===== config.mk =====
export PLATFORM = sky130hd
export DESIGN_NAME = div_seq
export DESIGN_NICKNAME = d
export VERILOG_FILES = /design/src/rtl/div_seq.sv
export SDC_FILE = /design/constraint.sdc
export NUM_CORES = 1
export LEC_CHECK = 0
export ABC_AREA = 1
export CORE_MARGIN = 2
export CORE_UTILIZATION = 53
export DETAILED_ROUTE_END_ITERATION = 8
export PLACE_DENSITY = 0.81
export SYNTH_ARGS = -nofsm -noshare
export SYNTH_HDL_FRONTEND = slang
export SYNTH_SLANG_ARGS = --single-unit

===== constraint.sdc =====
create_clock -name clk -period 6.3 [get_ports clk]
set_input_delay 1.575 -clock clk [delete_from_list [all_inputs] [get_ports clk]]
set_output_delay 1.575 -clock clk [all_outputs]
set_load 0.02 [all_outputs]

===== src/rtl/div_seq.sv =====
// RV32M divide sequencer: restoring division, one quotient bit per cycle,
// borrowing the execute-stage ALU for every subtract and negate.
module div_seq #(
   parameter int         WIDTH    = 32,
   parameter logic [3:0] OP_SUB   = 4'd12,
   parameter logic [3:0] OP_PASSB = 4'd13,
   parameter logic [3:0] OP_ADD   = 4'd0
) (
   input  logic             clk,
   input  logic             rst,
   input  logic             start,
   input  logic [1:0]       funct,
   input  logic [WIDTH-1:0] dividend,
   input  logic [WIDTH-1:0] divisor,
   output logic             busy,
   output logic             done,
   output logic [WIDTH-1:0] result,
   output logic [WIDTH-1:0] alu_a,
   output logic [WIDTH-1:0] alu_b,
   output logic [3:0]       alu_op,
   input  logic [WIDTH-1:0] alu_out
);

   localparam logic [2:0] S_IDLE  = 3'd0;
   localparam logic [2:0] S_ABS_A = 3'd1;
   localparam logic [2:0] S_ABS_B = 3'd2;
   localparam logic [2:0] S_ITER  = 3'd3;
   localparam logic [2:0] S_FIX   = 3'd4;
   localparam logic [2:0] S_DONE  = 3'd5;

   localparam logic [4:0]       LAST_BIT = 5'(WIDTH - 1);
   localparam logic [WIDTH-1:0] INT_MIN  = {1'b1, {(WIDTH-1){1'b0}}};

   logic [2:0]       state;
   logic [4:0]       cnt;
   logic             rem_q, sgn, neg_q, neg_r;
   logic [WIDTH-1:0] a_q, d_q, d_abs, r_q, q_q;
   logic [WIDTH:0]   rs;
   logic             ge, neg, div0, ovf;
   logic [WIDTH-1:0] sel;

   assign busy = (state != S_IDLE);
   assign done = (state == S_DONE);

   // Shifted partial remainder; its msb can only be set by the bit shifted out
   // of r_q, which then guarantees the subtract fits.
   assign rs  = {r_q, q_q[WIDTH-1]};
   assign ge  = rs[WIDTH] | (rs[WIDTH-1:0] >= d_abs);
   assign sel = rem_q ? r_q : q_q;
   assign neg = rem_q ? neg_r : neg_q;

   assign div0 = (divisor == '0);
   assign ovf  = ~funct[0] & (dividend == INT_MIN) & (divisor == '1);

   always_comb begin
      alu_a  = '0;
      alu_b  = '0;
      alu_op = OP_ADD;
      case (state)
         S_ABS_A: begin
            alu_b  = a_q;
            alu_op = (sgn & a_q[WIDTH-1]) ? OP_SUB : OP_PASSB;
         end
         S_ABS_B: begin
            alu_b  = d_q;
            alu_op = (sgn & d_q[WIDTH-1]) ? OP_SUB : OP_PASSB;
         end
         S_ITER: begin
            alu_a  = rs[WIDTH-1:0];
            alu_b  = d_abs;
            alu_op = OP_SUB;
         end
         S_FIX: begin
            alu_b  = sel;
            alu_op = neg ? OP_SUB : OP_PASSB;
         end
         default: ;
      endcase
   end

   // Control and architecturally visible result
   always_ff @(posedge clk) begin
      if (rst) begin
         state  <= S_IDLE;
         cnt    <= '0;
         rem_q  <= 1'b0;
         sgn    <= 1'b0;
         neg_q  <= 1'b0;
         neg_r  <= 1'b0;
         result <= '0;
      end else begin
         case (state)
            S_IDLE: begin
               if (start) begin
                  rem_q <= funct[1];
                  sgn   <= ~funct[0];
                  if (div0) begin
                     result <= funct[1] ? dividend : '1;
                     state  <= S_DONE;
                  end else if (ovf) begin
                     result <= funct[1] ? '0 : INT_MIN;
                     state  <= S_DONE;
                  end else begin
                     state <= S_ABS_A;
                  end
               end
            end
            S_ABS_A: begin
               neg_q <= sgn & (a_q[WIDTH-1] ^ d_q[WIDTH-1]);
               neg_r <= sgn & a_q[WIDTH-1];
               state <= S_ABS_B;
            end
            S_ABS_B: begin
               cnt   <= '0;
               state <= S_ITER;
            end
            S_ITER: begin
               cnt <= cnt + 5'd1;
               if (cnt == LAST_BIT) state <= S_FIX;
            end
            S_FIX: begin
               result <= alu_out;
               state  <= S_DONE;
            end
            default: state <= S_IDLE;
         endcase
      end
   end

   // Datapath registers carry no reset; control qualifies every use
   always_ff @(posedge clk) begin
      case (state)
         S_IDLE: begin
            if (start) begin
               a_q <= dividend;
               d_q <= divisor;
            end
         end
         S_ABS_A: q_q <= alu_out;
         S_ABS_B: begin
            d_abs <= alu_out;
            r_q   <= '0;
         end
         S_ITER: begin
            r_q <= ge ? alu_out : rs[WIDTH-1:0];
            q_q <= {q_q[WIDTH-2:0], ge};
         end
         default: ;
      endcase
   end

endmodule

==> results.md, run 1 <==
* RSZ-0062 raised after global routing: false
* Min-delay worst type: flop to flop
* Peak supply drop at 0.000242 V
* CORE AREA at around 0.020 mm^2
* Synthesized cell area at roughly 0.011 mm^2
* CTS resizes at 0
* Pwr dens at 288 mW/mm^2
* Origin of the worst setup path: state[1]
* Via Count at 9567
* Worst slew pin tran at roughly 1200 ps
* R2r setup slk at between 3000 and 4000 ps
* Post-route ant nets at 0
* First-pass GRT wire length at around 50 mm
* Final setup viols at 0
* Post-synth EDFFs at 160
* Final Net Count at 1549
* Post-synthesis xor/xnor area fraction at 0%
* Hold_buf cts at 0
* Synth-to-Final Area Change at 26.2%
* First-pass DRT Iterations at 6
* FMAX at between 0.15 and 0.2 GHz
* Share of post-route cells with drive strength above 1 at approximately 3.8%
* Mapped Cells at between 1000 and 1500
* CTS buffer count at 22
* Synth top area cells: edfxtp_1 (45%), nand2_1 (11%), dfxtp_1 (8.3%), nor2_1 (6.5%), inv_1 (5.1%)
* Sequential Power Share at between 40% and 50%
* Seq/Total Area, Yosys at a little over half
* Max Slew Vio Count at 0
* Final min period at between 5000 and 6000 ps
* Htree depth at 1
* Synthesized area per cell at roughly 8.5 um^2
* Most used DFF post-synth: edfxtp_1
* Clk slew on worst S/H paths at 60 ps
* Placer Congestion at ~0.94
* RR Startpoint: d_abs[5]
* Crit path max fanout at 46
* Critical path endpoint: alu_b[20]
* Static Leakage at 0.00538 uW
* Placed inst area at roughly 0.013 mm^2
* Crit path required time at 4720 ps
* Post-CTS Setup Bufs at 0
* Largest net degree at the start of global routing at 66
* Simple-gate share of the synthesized area at between 20% and 30%
* HPWL after DPL at about 24 mm
* Synth warnings at 0
* Starting DRT DRC Count at 1516
* CP arrival at 3650 ps
* Clock share of power at between 30% and 40%
* Switching share of power at between 30% and 40%
* GRT Residual Overflow at 0
* Fin Hold WS at between 400 and 500 ps
* Initial cell density of the core at 54.3%
* Post-Synth Adder-Cell Area at ~4%
* Comb pwr share at between 20% and 30%
* Setup Skew at between 8 and 9 ps
* N_diodes at 0
* # port buffers at approximately 200
* Clock sink count at slightly above 200
* Post-place setup slack at approximately 1700 ps
* DRC Markers at 0
* Initial antenna violation count at 2
* DIE HEIGHT at about 150 um
* Commonest cells after routing, fill and taps aside: nand2_1 (296), clkdlybuf4s50_1 (201), nor2_1 (182)
* Vias in the first global route at between 8000 and 9000
* Clock root buffer: clkbuf_16
* Maxcap violations at 0
* Post-synthesis net count at 1383
* R2R cell count at 12
* Yosys top cell area share at between 40% and 50%
* Synth cell types at 33
* Sw Pwr at roughly 1200 uW
* Outcome: finished clean
* Compound-Gate Fraction of Synth Area at ~12%
* CTS tree: yes
* Synth Register Bits at 204
* Fillcell total at roughly 1500
* Hold Vio Cnt, Final at 0
* I/O pin cnt at ~200
* Die X at between 100 and 150 um
* Clk_lat worst skew at ~500 ps
* WL/cell at between 15 and 20 um
* WS Path Type: flop to output pin
* Largest area contributor in the netlist: edfxtp_1
* Ys async rst share at 0%
* R2R Path End: r_q[22]
* Worst Setup Start Kind: flop
* Std-Cell Rows at a little over 50
* Post-route setup slack at 1070 ps
* Vias/cell at roughly 5.7
* Post-route core utilization at 68.6%
* Post-synthesis mux area share at 0%
* Die Area at between 0.02 and 0.025 mm^2
* WL final at 32.7 mm
* Crit. End Element: output pin
* Largest family of logic cells by synthesized area: simple AND/OR/NAND/NOR gates
* Worst rel slew slack at between 10% and 20%
* Fin crit share at 83.0%
* Gr usage total at 30.0%
* Commonest non-fill, non-tap cell in the layout: nand2_1
* Max clock buf depth at 3
* Final instance area at between 0.01 and 0.015 mm^2
* Int Pwr at around 2700 uW
* TNS Setup at 0 ps
## kinds of logic after synthesis
kind of cell	count (synthesis)
adders and majority gates	34
buffers and inverters	217
DFF	204
AOI/OAI and AO/OA	223
other	1
and+or+nand+nor	569
## worst max-delay path: stages (launching register included)
cell and delay [ps]:
dfxtp_1 450, inv_2 50, nor2_2 80, buf_4 410, inv_2 180, nor2_4 150, clkinv_2 350, buf_4 410
o2111ai_1 380, clkdlybuf4s50_1 670
## cell usage after synthesis (3+ instances only)
| cell | count |
|---|---|
| nand2_1 | 297 |
| nor2_1 | 184 |
| edfxtp_1 | 160 |
| inv_1 | 143 |
| a21oi_1 | 78 |
| o21ai_0 | 67 |
| nand3_1 | 62 |
| dfxtp_1 | 44 |
| ha_1 | 34 |
| clkbuf_1 | 30 |
| buf_2 | 28 |
| o2111ai_1 | 21 |
| o221ai_1 | 17 |
| o22ai_1 | 15 |
| nand4_1 | 10 |
| o21ai_1 | 10 |
| a22oi_1 | 9 |
| buf_4 | 7 |
| nor3_1 | 5 |
| inv_2 | 4 |
| buf_1 | 3 |
| nand2_2 | 3 |
| nor2_2 | 3 |
## flip-flops by register name, indices dropped and copies added, names as in the netlist
signal and flops:
rem_q 1, cnt 5, q_q 32, neg_q 1, sgn 1, result 32, d_abs 32, r_q 32
state 3, d_q 32, neg_r 1, a_q 32
## layer usage
layer	up-vias	share of wire, %	GRT usage [%]
li1	4511	-	-
met1	4389	40	42.4
met2	599	43	45.1
met3	66	14	8.81
met4	2	2.6	9.26
met5	-	0.034	0
## power groups by stage
stage / registers, uW / logic [uW] / clock network (uW)
floorplan: 1720 / 536 / 0
global placement: 1730 / 905 / 0
detailed placement: 1730 / 923 / 0
CTS: 1710 / 931 / 1200
global route: 1720 / 1020 / 1260
finish: 1710 / 946 / 1200
## final cells by class
class                      instances  area (um^2)  area share [%]
multi-input combinational        827         4060            30.4
clock buffer                      31          626            4.67
timing repair buffer             212         2100            15.7
tap                              265          332            2.48
sequential                       204         5690            42.5
inverter                         147          553            4.13
clock inverter                     7         27.5           0.206
## through the flow
| stage | cells | total power, uW |
|---|---|---|
| 5_1_grt | 1693 | 4000 |
| 3_5_place_dp | 1654 | 2660 |
| 3_3_place_gp | 1654 | 2640 |
| 2_1_floorplan | 1248 | 2250 |
| 6_report | 1693 | 3860 |
| 4_1_cts | 1692 | 3840 |
## how the worst min path moves through the flow
| stage | from | depth (start not counted) | end | slack, ps |
|---|---|---|---|---|
| final | neg_r | 2 | neg_r | 460 |
| after global routing | neg_r | 2 | neg_r | 480 |
| after CTS | neg_r | 2 | neg_r | 450 |
| after detailed placement | neg_r | 2 | neg_r | 450 |
| after global placement | neg_r | 2 | neg_r | 440 |
| after floorplan | neg_r | 2 | neg_r | 430 |
(Power assumes the default switching activity.)
==> run 2: changes to the inputs <==
CORE_UTILIZATION = 48   (was 53)
PLACE_DENSITY = 0.78   (was 0.81)
clock period = 4.61 ns   (was 6.3 ns; I/O delays follow)
==> run 2 against run 1 <==
  * Worst setup slack worse by 710 ps
  * Clock skew is 3.3 ps higher
  * Clock power is 48% higher
  * Global-route usage fell by 2.6 points
  * Non-clock buffer count up 6
  * Largest power group unchanged
  * Critical path type unchanged
==> results.md, run 2 (synthesis gave the netlist of run 1 again) <==
* Outcome: finished clean
* Worst slew pin tran at ~1200 ps
* Max incr delay on CP at about 650 ps
* Largest net degree at the start of global routing at between 60 and 70
* WL/cell at approximately 19 um
* CTS buffer count at 22
* TNS Setup at 0 ps
* Sw Pwr at 1650 uW
* Commonest non-fill, non-tap cell in the layout: nand2_1
* Synth-to-Final Area Change at 27.4%
* Final instance area at roughly 0.014 mm^2
* Crit path max fanout at 39
* Initial cell density of the core at about half
* CP arrival at just over 3000 ps
* Peak supply drop at ~0.0003 V
* Share of post-route cells with drive strength above 1 at between 4 and 5%
* Worst path cell trace: inv_2, nor2_2, inv_2, nor2_4, clkinv_2, buf_4, o2111ai_1, clkdlybuf4s50_1
* GRT Residual Overflow at 0
* Min-delay worst type: flop to flop
* Final min period at 4250 ps
* RR Startpoint: r_q[18]
* Htree depth at 1
* Fin crit share at between 90 and 100%
* Post-CTS Setup Bufs at 0
* WS Path Type: flop to output pin
* Starting DRT DRC Count at approximately 1000
* Crit path max-delay cell type: clkdlybuf4s50_1
* Max clock buf depth at 3
* FMAX at roughly 0.24 GHz
* Worst rel slew slack at 16.9%
* HPWL after DPL at 24.1 mm
* Pwr dens at 401 mW/mm^2
* Sequential Power Share at a little over two fifths
* First-pass DRT Iterations at 7
* Die Area at 0.0233 mm^2
* Hold_sp: neg_r
* Crit. End Element: output pin
* Hold Vio Cnt, Final at 0
* Setup Skew at around 12 ps
* I/O pin cnt at 203
* Reg area at around 0.0057 mm^2
* Commonest cells after routing, fill and taps aside: nand2_1 (296), clkdlybuf4s50_1 (201), nor2_1 (182)
* # port buffers at around 200
* R2R Path End: r_q[15]
* Placed inst area at 0.0128 mm^2
* R2R cell count at 10
* CTS resizes at 0
* CTS tree: yes
* Die X at about 150 um
* R2r setup slk at 1610 ps
* First-pass GRT wire length at slightly above 50 mm
* Hold_buf cts at 0
* DIE HEIGHT at around 150 um
* Vias in the first global route at around 9000
* Post-route ant nets at 0
* Most common cell on crit path: inv_2
* Final setup viols at 0
* Via Count at 9545
* CORE AREA at 0.0218 mm^2
* Clock root buffer: clkbuf_16
* WHS Path Cells at 2
* Std-Cell Rows at 54
* Max Slew Vio Count at 0
* Worst Setup Start Kind: flop
* Crit path required time at approximately 3500 ps
* Clock sink count at a little over 200
* RSZ-0062 raised after global routing: false
* Origin of the worst setup path: state[1]
* Hold endpoint: neg_r
* Area of the multi-input gates at just over 0.004 mm^2
* Fillcell total at about 1900
* Gr usage total at between 20% and 30%
* Int Pwr at between 3000 and 4000 uW
* Post-route core utilization at roughly 62%
* DRC Markers at 0
* WL final at about 33 mm
* Clk slew on worst S/H paths at ~60 ps
* Fin Hold WS at between 400 and 500 ps
* Placer Congestion at ~0.95
* Initial antenna violation count at 0
* Clock share of power at roughly 33%
* Switching share of power at about 30%
* Vias/cell at 5.56
* N_diodes at 0
* Clk_lat worst skew at just over 500 ps
* Static Leakage at about 0.0054 uW
* Maxcap violations at 0
* Final Net Count at ~1600
* Comb pwr share at about a quarter
* Pwr Total at 5420 uW
-- run 2: cell types whose count changed in the layout (fill, tap and decap cells not counted), sizes merged --
cell,previous run,this run
buf,11,17
bufinv,0,2
clkbuf,31,32
clkinv,8,7
-- run 2: layout make-up --
cell class | count | area share, %
Sequential cell | 204 | 42.0
Multi-Input combinational cell | 827 | 30.0
Timing Repair Buffer | 218 | 15.9
Clock buffer | 32 | 4.66
Inverter | 147 | 4.09
Tap cell | 280 | 2.59
Clock inverter | 8 | 0.657
-- run 2: layer usage --
layer  global-route usage (%)  vias to the layer above  wire, um
met4                     7.54                        0       773
met5                        0                        -         0
met2                     41.2                      535     14300
li1                         -                     4524         -
met3                     6.51                       56      3660
met1                     40.2                     4430     14000
-- run 2: power groups by stage --
stage	registers [uW]	logic (uW)	clock network, uW
2_1_floorplan	2350	733	0
3_3_place_gp	2360	1250	0
3_5_place_dp	2370	1280	0
4_1_cts	2330	1290	1790
5_1_grt	2350	1410	1870
6_report	2340	1300	1780
-- run 2: how the worst max path moves through the flow --
stage | end
floorplan | rem_q
global placement | alu_b[7]
detailed placement | alu_b[7]
CTS | alu_b[7]
global route | alu_b[7]
finish | alu_b[7]
-- run 2: stage by stage --
| stage | setup WS, ps | cells |
|---|---|---|
| 2_1_floorplan | 37.3 | 1248 |
| 3_3_place_gp | 1010 | 1676 |
| 3_5_place_dp | 901 | 1676 |
| 4_1_cts | 365 | 1716 |
| 5_1_grt | 159 | 1716 |
| 6_report | 364 | 1716 |
-- run 2: worst max-delay path, delay by kind of cell (launching register included) --
family	cells	cell delay, ps
flops	1	450
simple gates	2	220
buf+inv	5	1640
compound gates	1	250
==> run 3: changes to the inputs <==
CORE_ASPECT_RATIO = 0.8   (was default)
==> run 3 against run 2 <==
  * Flip-flop and latch count did not move
  * Critical path depth is the same
  * Clock-buffer cell count rose by 2
  * Highest routed layer is now met5
  * Power shrank 2.3%
  * First-iteration DRC count is 19% higher
  * Worst setup slack improved by 140 ps
  * Critical endpoint is now alu_b[4]
==> results.md, run 3 (synthesis gave the netlist of run 1 again) <==
* Outcome: finished clean
* Clk slew on worst S/H paths at roughly 70 ps
* Area of the multi-input gates at around 0.0041 mm^2
* Pwr dens at about 400 mW/mm^2
* Setup Skew at 16.9 ps
* Fin crit share at roughly nine tenths
* Vias/cell at 5.54
* Post-CTS Setup Bufs at 0
* Max incr delay on CP at about 670 ps
* HPWL after DPL at 24.3 mm
* Maxcap violations at 0
* Final Net Count at approximately 1600
* DIE HEIGHT at approximately 140 um
* WL/cell at slightly below 20 um
* Crit path max fanout at 52
* Origin of the worst setup path: state[1]
* WS Path Type: flop to output pin
* GRT Residual Overflow at 0
* Worst rel slew slack at between 20% and 30%
* Hold_buf cts at 0
* Commonest non-fill, non-tap cell in the layout: nand2_1
* Crit. End Element: output pin
* Initial cell density of the core at between 40% and 50%
* TNS Setup at 0 ps
* Die Area at between 0.02 and 0.025 mm^2
* I/O pin cnt at around 200
* Vias in the first global route at approximately 8800
* Die X at 170 um
* CTS resizes at 0
* Worst path cell trace: inv_2, nor2_2, inv_2, nor2_4, clkinv_2, buf_12, o2111ai_1, clkdlybuf4s50_1
* R2R cell count at 13
* Gr usage total at between 20% and 30%
* Crit path required time at ~3500 ps
* CTS tree: yes
* Fillcell total at 1801
* Max Slew Vio Count at 0
* Placed inst area at 0.0128 mm^2
* Share of post-route cells with drive strength above 1 at 4.05%
* N_diodes at 0
* First-pass GRT wire length at about 51 mm
* Initial antenna violation count at 2
* Clock sink count at just over 200
* CP arrival at ~3000 ps
* Peak supply drop at between 0.0002 and 0.00025 V
* First-pass DRT Iterations at 5
* WL final at about 33 mm
* RR Startpoint: d_abs[30]
* Critical path endpoint: alu_b[4]
* Final setup viols at 0
* CORE AREA at around 0.022 mm^2
* Final instance area at 0.0135 mm^2
* Fin Hold WS at 458 ps
* Min-delay worst type: flop to flop
* Clk_lat worst skew at a little over 500 ps
* WHS Path Cells at 2
* # port buffers at around 200
* Static Leakage at between 0.005 and 0.006 uW
* Post-route ant nets at 0
* Via Count at 9460
* CTS buffer count at 22
* Hold Vio Cnt, Final at 0
* FMAX at roughly 0.24 GHz
* Clock root buffer: clkbuf_16
* Synth-to-Final Area Change at 26.8%
* RSZ-0062 raised after global routing: false
* Max clock buf depth at 3
* Final min period at between 4000 and 5000 ps
* DRC Markers at 0
* Worst Setup Start Kind: flop
* Worst slew pin tran at 1180 ps
* Reg area at 0.00569 mm^2
* R2r setup slk at roughly 1600 ps
* Largest net degree at the start of global routing at slightly below 70
* Commonest cells after routing, fill and taps aside: nand2_1 (296), clkdlybuf4s50_1 (201), nor2_1 (182)
* Post-route core utilization at between 60 and 70%
* Htree depth at 1
* Placer Congestion at about 0.91
* Starting DRT DRC Count at about 1200
* R2R Path End: r_q[20]
* Crit path max-delay cell type: clkdlybuf4s50_1
* Std-Cell Rows at 48
* Most common cell on crit path: inv_2
[run 3: changes by cell type in the layout (fill, tap and decap cells not counted)]
cell / delta
buf_4: -4
buf_12: +1
clkinv_1: +3
clkinv_2: -3
bufinv_16: -2
clkbuf_8: +2
clkbuf_16: -1
clkbuf_1: +1
[run 3: worst min-delay path by stage]
stage / from / endpoint / slack [ps]
after floorplan: neg_r / neg_r / 430
after global placement: neg_r / neg_r / 440
after detailed placement: neg_r / neg_r / 450
after CTS: neg_r / neg_r / 460
after global routing: neg_r / neg_r / 480
final: neg_r / neg_r / 460
[run 3: routing by layer]
metal / GRT usage [%] / part of all wire, % / up-vias
li1: - / - / 4531
met1: 43.7 / 44 / 4319
met2: 39.5 / 40 / 567
met3: 9.37 / 14 / 41
met4: 5.65 / 1.7 / 2
met5: 0 / 0.048 / -
[run 3: stage by stage]
stage	instances	worst slack (ps)	total power, uW
2_1_floorplan	1248	37.3	3080
3_3_place_gp	1668	1140	3620
3_5_place_dp	1668	1070	3650
4_1_cts	1708	545	5290
5_1_grt	1708	413	5510
6_report	1708	504	5290
[run 3: final cells by class]
type / instances / share of cell area (%)
flip-flops and latches: 204 / 42.3
multi-input cells: 827 / 30.2
repair buffers: 215 / 15.9
clock buffers: 34 / 4.73
inverters: 147 / 4.11
well taps: 275 / 2.56
clock inverters: 6 / 0.186
[run 3: worst max-delay path: cells and delay by family (launching register included)]
family / cells / cell delay, ps
DFF: 1 / 460
and+or+nand+nor: 2 / 230
AOI/OAI and AO/OA: 1 / 310
buffers and inverters: 5 / 1430
[run 3: report_power, final]
part	total [uW]	internal (uW)	switching, uW
Sequential	2340	2240	97.6
Combinational	1300	468	836
Clock	1650	947	706
Total	5290	3650	1640
